### config.mk
export PLATFORM = sky130hd
export DESIGN_NAME = teclado_ctrl
export DESIGN_NICKNAME = d
export VERILOG_FILES = /design/src/rtl/teclado_pkg.sv /design/src/rtl/teclado_scan.sv /design/src/rtl/teclado_ctrl.sv
export SDC_FILE = /design/constraint.sdc
export NUM_CORES = 1
export LEC_CHECK = 0
export ABC_CLOCK_PERIOD_IN_PS = 3500
export CORE_AREA = 2 2 75 148
export CTS_CLUSTER_SIZE = 16
export DETAILED_ROUTE_END_ITERATION = 10
export DIE_AREA = 0 0 77 150
export PLACE_DENSITY = 0.85
export SLEW_MARGIN = 15
export SYNTH_ARGS = -nofsm -noshare
export SYNTH_HDL_FRONTEND = slang
export SYNTH_SLANG_ARGS = --single-unit
export TNS_END_PERCENT = 50
### constraint.sdc
create_clock -name clk -period 3.5 [get_ports clk]
set_clock_uncertainty 0.2 [all_clocks]
set_input_delay 0.7 -clock clk [delete_from_list [all_inputs] [get_ports clk]]
set_output_delay 0.7 -clock clk [all_outputs]
set_load 0.01 [all_outputs]
### src/rtl/teclado_pkg.sv
// Shared types and helpers for the lock keypad: digit buffer type, key
// constants, scan FSM states and the row/column to key-code mapping.
package teclado_pkg;

  localparam logic [3:0] KEY_STAR = 4'hA;
  localparam logic [3:0] KEY_HASH = 4'hB;
  localparam logic [3:0] KEY_NONE = 4'hF;

  // 20-nibble password buffer; digits[0] holds the newest key.
  typedef struct packed {
    logic [19:0][3:0] digits;
  } senhaPac_t;

  typedef enum logic [1:0] {
    ST_SCAN,
    ST_DEBOUNCE,
    ST_ACCEPT,
    ST_RELEASE
  } teclado_state_t;

  // True when exactly one active-low column line is asserted.
  function automatic logic one_cold(input logic [3:0] col);
    return (col == 4'b1110) || (col == 4'b1101) ||
           (col == 4'b1011) || (col == 4'b0111);
  endfunction

  // Active-low row drive pattern for a row index.
  function automatic logic [3:0] row_drive(input logic [1:0] row);
    return ~(4'b0001 << row);
  endfunction

  // Row/column to key code. Letter column (c=3) yields KEY_NONE.
  function automatic logic [3:0] key_map(input logic [1:0] row, input logic [3:0] col);
    logic [1:0] c;
    logic [3:0] code;
    case (col)
      4'b1101: c = 2'd1;
      4'b1011: c = 2'd2;
      4'b0111: c = 2'd3;
      default: c = 2'd0;
    endcase
    if (c == 2'd3)
      code = KEY_NONE;
    else if (row == 2'd3)
      code = (c == 2'd0) ? KEY_STAR : ((c == 2'd1) ? 4'h0 : KEY_HASH);
    else
      code = ({2'b00, row} * 4'd3) + {2'b00, c} + 4'd1;
    return code;
  endfunction

endpackage

### src/rtl/teclado_scan.sv
// Keypad matrix scanner: rotates the driven row, debounces a single-key
// press, and waits for a debounced release before resuming the scan.
// key_strobe is asserted combinationally in the last debounce cycle so the
// buffer owner can register the key on the edge that enters ACCEPT.
module teclado_scan
  import teclado_pkg::*;
#(
  parameter int SCAN_CYC     = 4,
  parameter int DEBOUNCE_CYC = 8
) (
  input  logic       clk,
  input  logic       rst,
  input  logic       enable,
  input  logic [3:0] col_in,
  output logic [3:0] lin_out,
  output logic [3:0] key_code,
  output logic       key_strobe,
  output logic       scanning
);

  localparam int SC_W = $clog2(SCAN_CYC + 1);
  localparam int DB_W = $clog2(DEBOUNCE_CYC + 1);

  teclado_state_t    state;
  logic [1:0]        row;
  logic [3:0]        col_lat;
  logic [SC_W-1:0]   scan_cnt;
  logic [DB_W-1:0]   db_cnt;

  logic driving;
  logic match;
  logic db_last;

  assign driving    = (lin_out != 4'hF);
  assign match      = (col_in == col_lat);
  assign db_last    = (db_cnt == DB_W'(DEBOUNCE_CYC - 1));
  assign key_strobe = enable && (state == ST_DEBOUNCE) && match && db_last;
  assign key_code   = key_map(row, col_lat);
  assign scanning   = (state == ST_SCAN);

  // Scan / debounce / accept / release sequencing with registered row drive.
  always_ff @(posedge clk or negedge rst) begin
    if (!rst) begin
      state    <= ST_SCAN;
      row      <= 2'd0;
      col_lat  <= 4'hF;
      scan_cnt <= '0;
      db_cnt   <= '0;
      lin_out  <= 4'b1110;
    end else if (!enable) begin
      state    <= ST_SCAN;
      row      <= 2'd0;
      col_lat  <= 4'hF;
      scan_cnt <= '0;
      db_cnt   <= '0;
      lin_out  <= 4'hF;
    end else begin
      case (state)
        ST_SCAN: begin
          if (!driving) begin
            // first enabled cycle after an abort: start driving row 0
            lin_out  <= row_drive(row);
            scan_cnt <= '0;
          end else if (one_cold(col_in)) begin
            col_lat  <= col_in;
            db_cnt   <= '0;
            scan_cnt <= '0;
            state    <= ST_DEBOUNCE;
          end else if (scan_cnt == SC_W'(SCAN_CYC - 1)) begin
            row      <= row + 2'd1;
            lin_out  <= row_drive(row + 2'd1);
            scan_cnt <= '0;
          end else begin
            scan_cnt <= scan_cnt + SC_W'(1);
          end
        end
        ST_DEBOUNCE: begin
          if (!match) begin
            db_cnt <= '0;
            state  <= ST_SCAN;
          end else if (db_last) begin
            db_cnt <= '0;
            state  <= ST_ACCEPT;
          end else begin
            db_cnt <= db_cnt + DB_W'(1);
          end
        end
        ST_ACCEPT: begin
          db_cnt <= '0;
          state  <= ST_RELEASE;
        end
        default: begin
          if (col_in != 4'hF) begin
            db_cnt <= '0;
          end else if (db_last) begin
            db_cnt   <= '0;
            scan_cnt <= '0;
            row      <= row + 2'd1;
            lin_out  <= row_drive(row + 2'd1);
            state    <= ST_SCAN;
          end else begin
            db_cnt <= db_cnt + DB_W'(1);
          end
        end
      endcase
    end
  end

endmodule

### src/rtl/teclado_ctrl.sv
// Keypad controller top: owns the 20-nibble password buffer, the one-cycle
// digitos_valid pulse, terminator (* or #) clearing and enable gating.
// Optional idle timeout clear is built when TECLADO_TIMEOUT_EN is defined.
module teclado_ctrl
  import teclado_pkg::*;
#(
  parameter int SCAN_CYC     = 4,
  parameter int DEBOUNCE_CYC = 8,
  parameter int TIMEOUT_CYC  = 5000
) (
  input  logic       clk,
  input  logic       rst,
  input  logic       enable,
  input  logic [3:0] col_in,
  output logic [3:0] lin_out,
  output senhaPac_t  digitos_value,
  output logic       digitos_valid
);

  logic [3:0] key_code;
  logic       key_strobe;
  logic       scan_idle;
  logic       accept;
  logic       term_pend;
  logic       timeout_hit;

  teclado_scan #(
    .SCAN_CYC     (SCAN_CYC),
    .DEBOUNCE_CYC (DEBOUNCE_CYC)
  ) u_scan (
    .clk        (clk),
    .rst        (rst),
    .enable     (enable),
    .col_in     (col_in),
    .lin_out    (lin_out),
    .key_code   (key_code),
    .key_strobe (key_strobe),
    .scanning   (scan_idle)
  );

  // Letter keys strobe like any other key but never reach the buffer.
  assign accept = key_strobe && (key_code != KEY_NONE);

`ifdef TECLADO_TIMEOUT_EN
  localparam int TO_W = $clog2(TIMEOUT_CYC + 1);

  logic [TO_W-1:0] idle_cnt;
  logic            buf_loaded;

  assign buf_loaded  = (digitos_value.digits != '1);
  assign timeout_hit = scan_idle && buf_loaded && (idle_cnt == TO_W'(TIMEOUT_CYC - 1));

  // Idle counter: advances only while scanning with a partially typed code.
  always_ff @(posedge clk or negedge rst) begin
    if (!rst)
      idle_cnt <= '0;
    else if (!enable || key_strobe || !buf_loaded || timeout_hit)
      idle_cnt <= '0;
    else if (scan_idle)
      idle_cnt <= idle_cnt + TO_W'(1);
  end
`else
  logic timeout_unused;

  assign timeout_hit    = 1'b0;
  assign timeout_unused = (TIMEOUT_CYC != 0) & scan_idle;
`endif

  // Buffer update and pulse; a key accept takes priority over a timeout.
  always_ff @(posedge clk or negedge rst) begin
    if (!rst) begin
      digitos_value <= '1;
      digitos_valid <= 1'b0;
      term_pend     <= 1'b0;
    end else if (!enable) begin
      digitos_value <= '1;
      digitos_valid <= 1'b0;
      term_pend     <= 1'b0;
    end else if (accept) begin
      digitos_value.digits <= {digitos_value.digits[18:0], key_code};
      digitos_valid        <= 1'b1;
      term_pend            <= (key_code == KEY_STAR) || (key_code == KEY_HASH);
    end else begin
      digitos_valid <= 1'b0;
      term_pend     <= 1'b0;
      if (term_pend || timeout_hit)
        digitos_value <= '1;
    end
  end

endmodule

Yosys cells after proc, flatten, opt, wreduce, memory -nomap -nowiden --
Index checks and enable logic that the tools add are counted.
Cells by class: add/sub/neg operators 5, multipliers 1, divide/modulo/power cells 0, magnitude comparators 0, equal/unequal tests 36, shifts and indexed selects 2, multiplexer cells 52, bitwise gates (word level) 2, reductions and logical operators 17
Operator list (number):
- 80-bit 2-to-1 mux | 3
- 4-bit 2-to-1 mux | 20
- 4-bit equality test (second input constant) | 7
- 2-bit 2-to-1 mux | 13
- 4-bit != test (second input constant) | 6
- 3-bit 2-to-1 mux | 6
- 4-bit by 3-bit equality test with 1-bit output (second input constant) | 3
- 2-bit one-hot mux with 3 select lines | 2
- 4-bit one-hot mux with 3 select lines | 1
- 5-bit AND reduction | 2
- 3-bit by 2-bit != test with 1-bit output (second input constant) | 3
- 4-bit by 1-bit adder with 4-bit output (second input constant) | 2
- 4-bit NOT | 2
- 4-bit one-hot mux with 2 select lines | 1
- 1-bit by 2-bit << shifter with 4-bit output (first input constant) | 2
- 2-bit equality test (second input constant) | 3
- 2-bit by 1-bit != test with 1-bit output (second input constant) | 3
- 3-bit by 1-bit != test with 1-bit output (second input constant) | 2
- 3-bit != test (second input constant) | 2
- 3-bit one-hot mux with 2 select lines | 1
- 3-bit AND reduction | 2
- 6-bit AND reduction | 1
- 5-bit by 1-bit != test with 1-bit output (second input constant) | 1
- 5-bit by 4-bit != test with 1-bit output (second input constant) | 1
- 15 further kinds | 26
Word-level totals: flip-flop bits (word level) 101, bits in latches 0, RAM bits 0, bits in read-only memories 0, bits of input ports 7, output and inout bits 85, logic and storage cells 143, memories 0

Longest topological paths before layout --
Gate-level depths: netlist of run 1.
depth after elaboration 11, gate-level depth with buffers 13, gate-level depth less buffers 11

Modules after synthesis --
A second synthesis of run 1 with hierarchy kept.
Unflattened totals: cell total of the unflattened synthesis 536, area total of the unflattened synthesis 5350.1 µm²
Modules (own cells, without submodules):
- teclado_ctrl | instances 1, cells each 381, area an instance 3863.7 µm², seq. area each 2152.1 µm²
- teclado_scan | instances 1, cells each 155, area an instance 1486.4 µm², seq. area each 484.2 µm²

Least setup slack after synthesis of run 1 --
Ideal clock, no wire load.
path kind register to register, start point register u_scan.col_lat[3], end point register digitos_value[10] in the netlist's numbering, setup time 0.082 ns, data arrival time 2.913 ns, required time 3.218 ns, path slack 0.305 ns, stages on the path, launching flop included 10, path buffers 2, period minus slack after synthesis 3.195 ns, cells stage by stage dfstp_2 > buf_6 > xor2_1 > nand3_1 > fa_1 > fa_1 > o32ai_1 > nand2_1 > clkbuf_1 > a22oi_1
On the way: word-level cells in the longest chain between the ends 11, elaborated cells on any way between the ends 21
RTL lines:
- from (decl) | RTL line teclado_scan.sv:26 | logic [3:0] col_lat;
- from (signal assigned) | RTL line teclado_scan.sv:65 | col_lat <= col_in;
- parallel branches: the longest is 8 deep, another holds 4-bit by 2-bit adder with 4-bit output
- 1-bit logical AND (*) | RTL line teclado_ctrl.sv:42 | assign accept = key_strobe && (key_code != KEY_NONE);
- 80-bit 2-to-1 mux | RTL line teclado_ctrl.sv:79 | end else if (accept) begin
- 80-bit 2-to-1 mux | RTL line teclado_ctrl.sv:75 | end else if (!enable) begin
- to (decl) | RTL line teclado_ctrl.sv:16 | output senhaPac_t digitos_value,
Mark *: on every way between the ends. A chain may end at the register's enable or synchronous reset.

Final worst setup path of run 1 --
start point register u_scan.col_lat[3], end point register digitos_value[7] in the netlist's numbering
The elaborated chain is that of the path after synthesis.

==> results of run 1 <==
final cells by class:
type | count | area share
tap | 137 | 0.0255
clock buffer | 13 | 0.0433
sequential | 101 | 0.392
timing repair buffer | 104 | 0.157
inverter | 15 | 0.00837
multi-input combinational | 370 | 0.370
clock inverter | 3 | 0.00372
per-stage QoR:
step	area [um2]	util	total power, mW	setup slack, ps	std cells
after floorplan	5370	-	2.01	305	525
after global placement	6380	0.609	2.22	68.8	727
after detailed placement	6380	0.609	2.28	-85.0	727
after CTS	6710	0.640	3.31	117	743
after global routing	6730	0.642	3.49	22.9	743
final	6730	0.642	3.33	200	743
registers in the layout, indices dropped and copies added, names as in the netlist:
register and flops:
u_scan.state 2, u_scan.lin_out 4, u_scan.db_cnt 4, digitos_valid 1, u_scan.scan_cnt 3, u_scan.col_lat 4
u_scan.row 2, term_pend 1, digitos_value 80
synth_stat cells (all sizes together), types with 4 or more instances:
master	n	area (um2)
mux2	13	146
ha	14	175
nand2b	5	31.3
nor2	157	589
nor3	4	20.0
mux2i	7	70.1
a21oi	8	43.8
clkbuf	21	78.8
nand2	23	86.3
nand4	5	46.3
inv	15	56.3
nand3	8	40.0
buf	18	151
xnor2	5	43.8
dfrtp	14	350
o21ai	8	43.8
a22oi	74	756
dfstp	87	2290
cell families after synthesis:
group / Yosys count
compound gates: 107
xor+xnor: 8
fa+ha+maj: 16
buf+inv: 54
flops: 101
mux: 20
simple gates: 219
metal layers:
layer / vias up / share of wire / wire (um)
li1: 1954 / - / -
met1: 2137 / 0.36 / 4440
met2: 125 / 0.57 / 7040
met3: 28 / 0.040 / 497
met4: 0 / 0.032 / 399
met5: - / 0 / 0
critical path, cell delays in order (launching register included):
cell and delay (ps):
dfstp_2 550, xor2_1 140, nand3_1 120, fa_1 630, fa_1 500, o32ai_4 400
a21o_4 200, buf_4 240, mux2i_1 240
final timing paths:
check / from / endpoint / cells after the start
max: u_scan.col_lat[3]$_DFFE_PN1P_ / digitos_value[7]$_DFFE_PN1P_ / 8
min: rst / digitos_valid$_DFF_PN0_ / 1
max reg2reg: u_scan.col_lat[3]$_DFFE_PN1P_ / digitos_value[7]$_DFFE_PN1P_ / 8
min reg2reg: digitos_value[1]$_DFFE_PN1P_ / digitos_value[1]$_DFFE_PN1P_ / 2
max in group asynchronous: rst / u_scan.col_lat[0]$_DFFE_PN1P_ / 2
min in group clk: digitos_value[1]$_DFFE_PN1P_ / digitos_value[1]$_DFFE_PN1P_ / 2
cells in the final DEF, fill, tap and decap left out, drive strengths merged, types with 3 or more instances in the layout:
| master | n |
|---|---|
| a21o | 3 |
| a21oi | 8 |
| a22oi | 74 |
| and4 | 3 |
| buf | 14 |
| clkbuf | 13 |
| clkdlybuf4s50 | 90 |
| dfrtp | 14 |
| dfstp | 87 |
| ha | 14 |
| inv | 15 |
| mux2 | 13 |
| mux2i | 7 |
| nand2 | 23 |
| nand2b | 5 |
| nand3 | 8 |
| nand4 | 5 |
| nand4b | 3 |
| nor2 | 157 |
| nor3 | 4 |
| o211ai | 3 |
| o21ai | 8 |
| xnor2 | 5 |
| xor2 | 3 |
report_power, final:
group / switching [mW] / internal (mW)
registers: 0.0555 / 1.24
clock network: 0.424 / 0.586
logic: 0.635 / 0.392
total: 1.11 / 2.22
timing repair:
action	4_1_cts	5_1_grt
gates resized for setup	2	3
cloned	0	0
endpoints found under the setup margin	75	61
==> qor.csv, run 1 <==
stage,metric,value,unit
global_route,GRT met2 Usage,0.401,
hold_path,HP Class,primary input to async pin,
final_layout,Fillers,851,
critical_path,flop2flop setup slack,200,ps
placed_design,I/O Buffers,91,
clocking,Root Driver,clkbuf_16,
logic_synthesis,syn_area_per_cell,10.2,um2
final_layout,Antenna Cells,0,
placed_design,DP Wirelength,8.72,mm
global_route,initial antenna violation count,0,
logic_synthesis,#FFs+latches synth,101,
final_layout,Multi-input gate area,2490,um2
logic_synthesis,Cells after Synth,525,
drt,DR pass1 iterations,5,
floorplanning,Rows,53,
floorplanning,core region area,10500,um2
pwr,cell area power density,496,nW/um2
drt,Vias,4244,
logic_synthesis,Synth warnings,0,
final_layout,area delta synth->final,25.3,%
floorplanning,DIE HEIGHT,150,um
clocking,CTS tree,built,
floorplanning,initial core utilization,0.512,
drt,DRT antenna net count,0,
global_route,GRT busiest layer,met2,
drt,DR DRC count,0,
global_route,met3 Resource Use GR,0.0259,
logic_synthesis,main combinational cell family by area after synthesis,compound AO/OA/AOI/OAI gates,
logic_synthesis,Synth cell types,49,
logic_synthesis,mux contribution to synthesized area,0.0403,
critical_path,Worst EP arrival,3360,ps
global_route,largest net degree at the start of global routing,74,
pwr,Leak,2.52,nW
floorplanning,die area,11600,um2
clocking,Skew-Pair Late Insertion Delay,340,ps
clocking,Num CTS Buffers,9,
status,status,finished clean,
sta,Slew @ Worst Pin,642,ps
sta,Final Hold Viols,0,
clocking,TritonCTS Sinks,101,
placed_design,gpl congestion,0.846,
final_layout,fin nets,624,
logic_synthesis,post-synthesis compound-gate area fraction,0.186,
pwr,worst vdd ir,0.476,mV
global_route,GRT Util Overall,0.218,
sta,min Tclk post-route,3300,ps
sta,setup TNS,0,ps
sta,Slew HR,0.568,
drt,number of violations reported at the end of detailed-routing iteration 0,437,
clocking,Post-CTS Repair Setup Buffers,0,
sta,Slew Limit Fails,0,
flow_run,number of max-cap violations,0,
global_route,vias in the first global route,4290,
logic_synthesis,syn nets,548,
drt,Vias/cell,5.71,
sta,crit share post-route,0.943,
global_route,met1 Usage GRT,0.244,
clocking,"Hold-fix buffers, CTS",0,
logic_synthesis,ys flop type,dfstp_2,
logic_synthesis,XOR/XNOR Fraction of Synth Area,0.0131,
sta,count of final setup violators,0,
critical_path,CP required,3560,ps
logic_synthesis,Netlist Area Pre-Place,5370,um2
logic_synthesis,Synth Area in Adders,0.0401,
clocking,CTS Buffer Depth,2,
floorplanning,Die X,77,um
sta,Fmax achieved,0.303,GHz
global_route,Overflow after GRT,0,
critical_path,Crit Path Category,flop to flop,
sta,RSZ-0062 raised after global routing,no,
critical_path,kind of end point of the critical path,flop,
logic_synthesis,Post-synth ARST share,1.00,
logic_synthesis,simple-gate share of the synthesized area,0.176,
drt,Total Routed Length,12.4,mm
clocking,clk slew on worst S/H paths,70,ps
critical_path,CP startpoint kind,flop,
sta,Hold WS,141,ps
drt,routed length per placed instance,16.7,um
critical_path,peak fanout along the critical path,18,
final_layout,sequential standard cell area,2640,um2
clocking,H-tree depth,3,
floorplanning,io pins,92,
final_layout,layout cells sized above 1,0.304,
logic_synthesis,sequential-to-total area share from yosys stat,0.491,
logic_synthesis,Post-synth EDFFs,0,
global_route,first-pass GRT wire length,20.3,mm
(Power assumes the default switching activity.)
==> run 2, diff against run 1 <==
--- a/config.mk
+++ b/config.mk
@@ -11,6 +11,7 @@
 export DETAILED_ROUTE_END_ITERATION = 10
 export DIE_AREA = 0 0 77 150
 export PLACE_DENSITY = 0.85
+export SKIP_CTS_REPAIR_TIMING = 1
 export SLEW_MARGIN = 15
 export SYNTH_ARGS = -nofsm -noshare
 export SYNTH_HDL_FRONTEND = slang
==> run 2 against run 1 <==
Against the previous run:
- non-clock buffer count unchanged
- cell count unchanged
- power is 0.12% lower
- routed wire length is 0.28% higher
- worst hold slack improved by 9.0 ps
- register-to-register slack hardly changed
- largest cell class unchanged
- largest power group unchanged
==> qor.csv, run 2 (synthesis results as in run 1) <==
stage,metric,value,unit
clocking,CTS tree,built,
placed_design,I/O Buffers,91,
final_layout,layout cells sized above 1,0.304,
placed_design,gpl congestion,0.846,
sta,count of final setup violators,0,
clocking,Skew-Pair Late Insertion Delay,340,ps
critical_path,CP startpoint kind,flop,
critical_path,CP top delay family,adder cells,
hold_path,HP Class,primary input to async pin,
placed_design,placed cell areas,6380,um2
pwr,P_sw,1.11,mW
final_layout,most frequent cells in the layout,"nor2_1, clkdlybuf4s50_1, dfstp_2",
critical_path,CP required,3560,ps
clocking,Num CTS Buffers,9,
critical_path,Worst EP arrival,3360,ps
pwr,cell-internal power,2.22,mW
pwr,Leak,2.52,nW
final_layout,sequential standard cell area,2640,um2
critical_path,"Largest stage delay, worst path",630,ps
global_route,initial antenna violation count,0,
sta,min Tclk post-route,3300,ps
status,status,finished clean,
clocking,H-tree depth,3,
drt,number of violations reported at the end of detailed-routing iteration 0,423,
pwr,Switching Share,0.333,
critical_path,worst reg-to-reg path cell count,8,
sta,RSZ-0062 raised after global routing,no,
critical_path,"Slowest-stage cell, CP",fa_1,
placed_design,DP Wirelength,8.72,mm
final_layout,Top reg by flops,digitos_value,
placed_design,Post-Place Worst Slack,-85.0,ps
pwr,worst vdd ir,0.474,mV
sta,Slew @ Worst Pin,638,ps
global_route,vias in the first global route,4281,
final_layout,Antenna Cells,0,
critical_path,most frequent CP cell,fa_1,
clocking,Root Driver,clkbuf_16,
drt,routed length per placed instance,16.7,um
drt,DR pass1 iterations,5,
final_layout,max reg flops,80,
drt,DR DRC count,0,
clocking,clk slew on worst S/H paths,60,ps
final_layout,Multi-input gate area,2490,um2
pwr,Reg power frac,0.389,
floorplanning,core region area,10500,um2
drt,Vias,4266,
sta,Fmax achieved,0.303,GHz
critical_path,CP Cell Sequence,"xor2_1, nand3_1, fa_1, fa_1, o32ai_4, a21o_4, buf_4, mux2i_1",
critical_path,Crit Path Category,flop to flop,
floorplanning,die area,11600,um2
global_route,Overflow after GRT,0,
drt,DRT antenna net count,0,
pwr,Logic pwr share,0.308,
sta,Slew HR,0.571,
global_route,first-pass GRT wire length,20.3,mm
pwr,cell area power density,495,nW/um2
final_layout,"non-filler cells, final",743,
sta,setup ws final,201,ps
placed_design,dpl cells,727,
global_route,largest net degree at the start of global routing,74,
floorplanning,io pins,92,
sta,crit share post-route,0.942,
sta,Slew Limit Fails,0,
final_layout,"commonest non-fill, non-tap cell in the layout",nor2_1,
drt,Total Routed Length,12.4,mm
final_layout,Fillers,851,
global_route,GRT Util Overall,0.219,
sta,Final Hold Viols,0,
final_layout,fin nets,624,
critical_path,peak fanout along the critical path,18,
clocking,CTS Buffer Depth,2,
floorplanning,Rows,53,
clocking,TritonCTS Sinks,101,
floorplanning,initial core utilization,0.512,
floorplanning,Die X,77,um
drt,Vias/cell,5.74,
critical_path,FF-to-FF Start,u_scan.col_lat[3]$_DFFE_PN1P_,
critical_path,number of buffers and inverters on the critical path,1,
sta,setup TNS,0,ps
critical_path,reg-to-reg critical path endpoint,digitos_value[7]$_DFFE_PN1P_,
final_layout,cell area after layout,6730,um2
final_layout,area delta synth->final,25.3,%
floorplanning,DIE HEIGHT,150,um
pwr,clock network power share,0.303,
critical_path,kind of end point of the critical path,flop,
critical_path,flop2flop setup slack,200,ps
flow_run,number of max-cap violations,0,
run 2: cell counts in the layout (fill, tap and decap cells not counted):
Identical to the previous run, type by type.
run 2: stage by stage:
step | hold WS (ps) | util | total power [mW]
5_1_grt | 177 | 0.642 | 3.49
4_1_cts | 155 | 0.639 | 3.30
2_1_floorplan | 204 | - | 2.01
6_report | 150 | 0.642 | 3.33
3_3_place_gp | 259 | 0.609 | 2.22
3_5_place_dp | 280 | 0.609 | 2.28
run 2: cell type report:
class / count / area share
sequential: 101 / 0.392
multi-input combinational: 370 / 0.370
timing repair buffer: 104 / 0.157
clock buffer: 13 / 0.0433
tap: 137 / 0.0255
inverter: 15 / 0.00837
clock inverter: 3 / 0.00372
run 2: per-layer routing:
layer | GRT usage | part of all wire
met1 | 0.246 | 0.36
met2 | 0.403 | 0.57
met3 | 0.0259 | 0.042
met4 | 0.113 | 0.029
met5 | 0 | 0
run 2: power groups by stage:
stage,registers (mW),logic [mW],clock network [mW]
after floorplan,1.31,0.700,0
after global placement,1.31,0.909,0
after detailed placement,1.31,0.963,0
after CTS,1.30,0.981,1.02
after global routing,1.30,1.12,1.07
final,1.30,1.03,1.01
run 2: worst max-delay path by stage:
stage                                         end  cells past startpoint                          start  slack [ps]
finish               digitos_value[7]$_DFFE_PN1P_                      8  u_scan.col_lat[3]$_DFFE_PN1P_         200
global placement    digitos_value[20]$_DFFE_PN1P_                      8  u_scan.col_lat[3]$_DFFE_PN1P_          70
global route        digitos_value[13]$_DFFE_PN1P_                     11  u_scan.col_lat[3]$_DFFE_PN1P_          20
CTS                  digitos_value[7]$_DFFE_PN1P_                     11  u_scan.col_lat[3]$_DFFE_PN1P_        -130
detailed placement   digitos_value[7]$_DFFE_PN1P_                     11  u_scan.col_lat[3]$_DFFE_PN1P_         -90
floorplan           digitos_value[10]$_DFFE_PN1P_                      9  u_scan.col_lat[3]$_DFFE_PN1P_         310
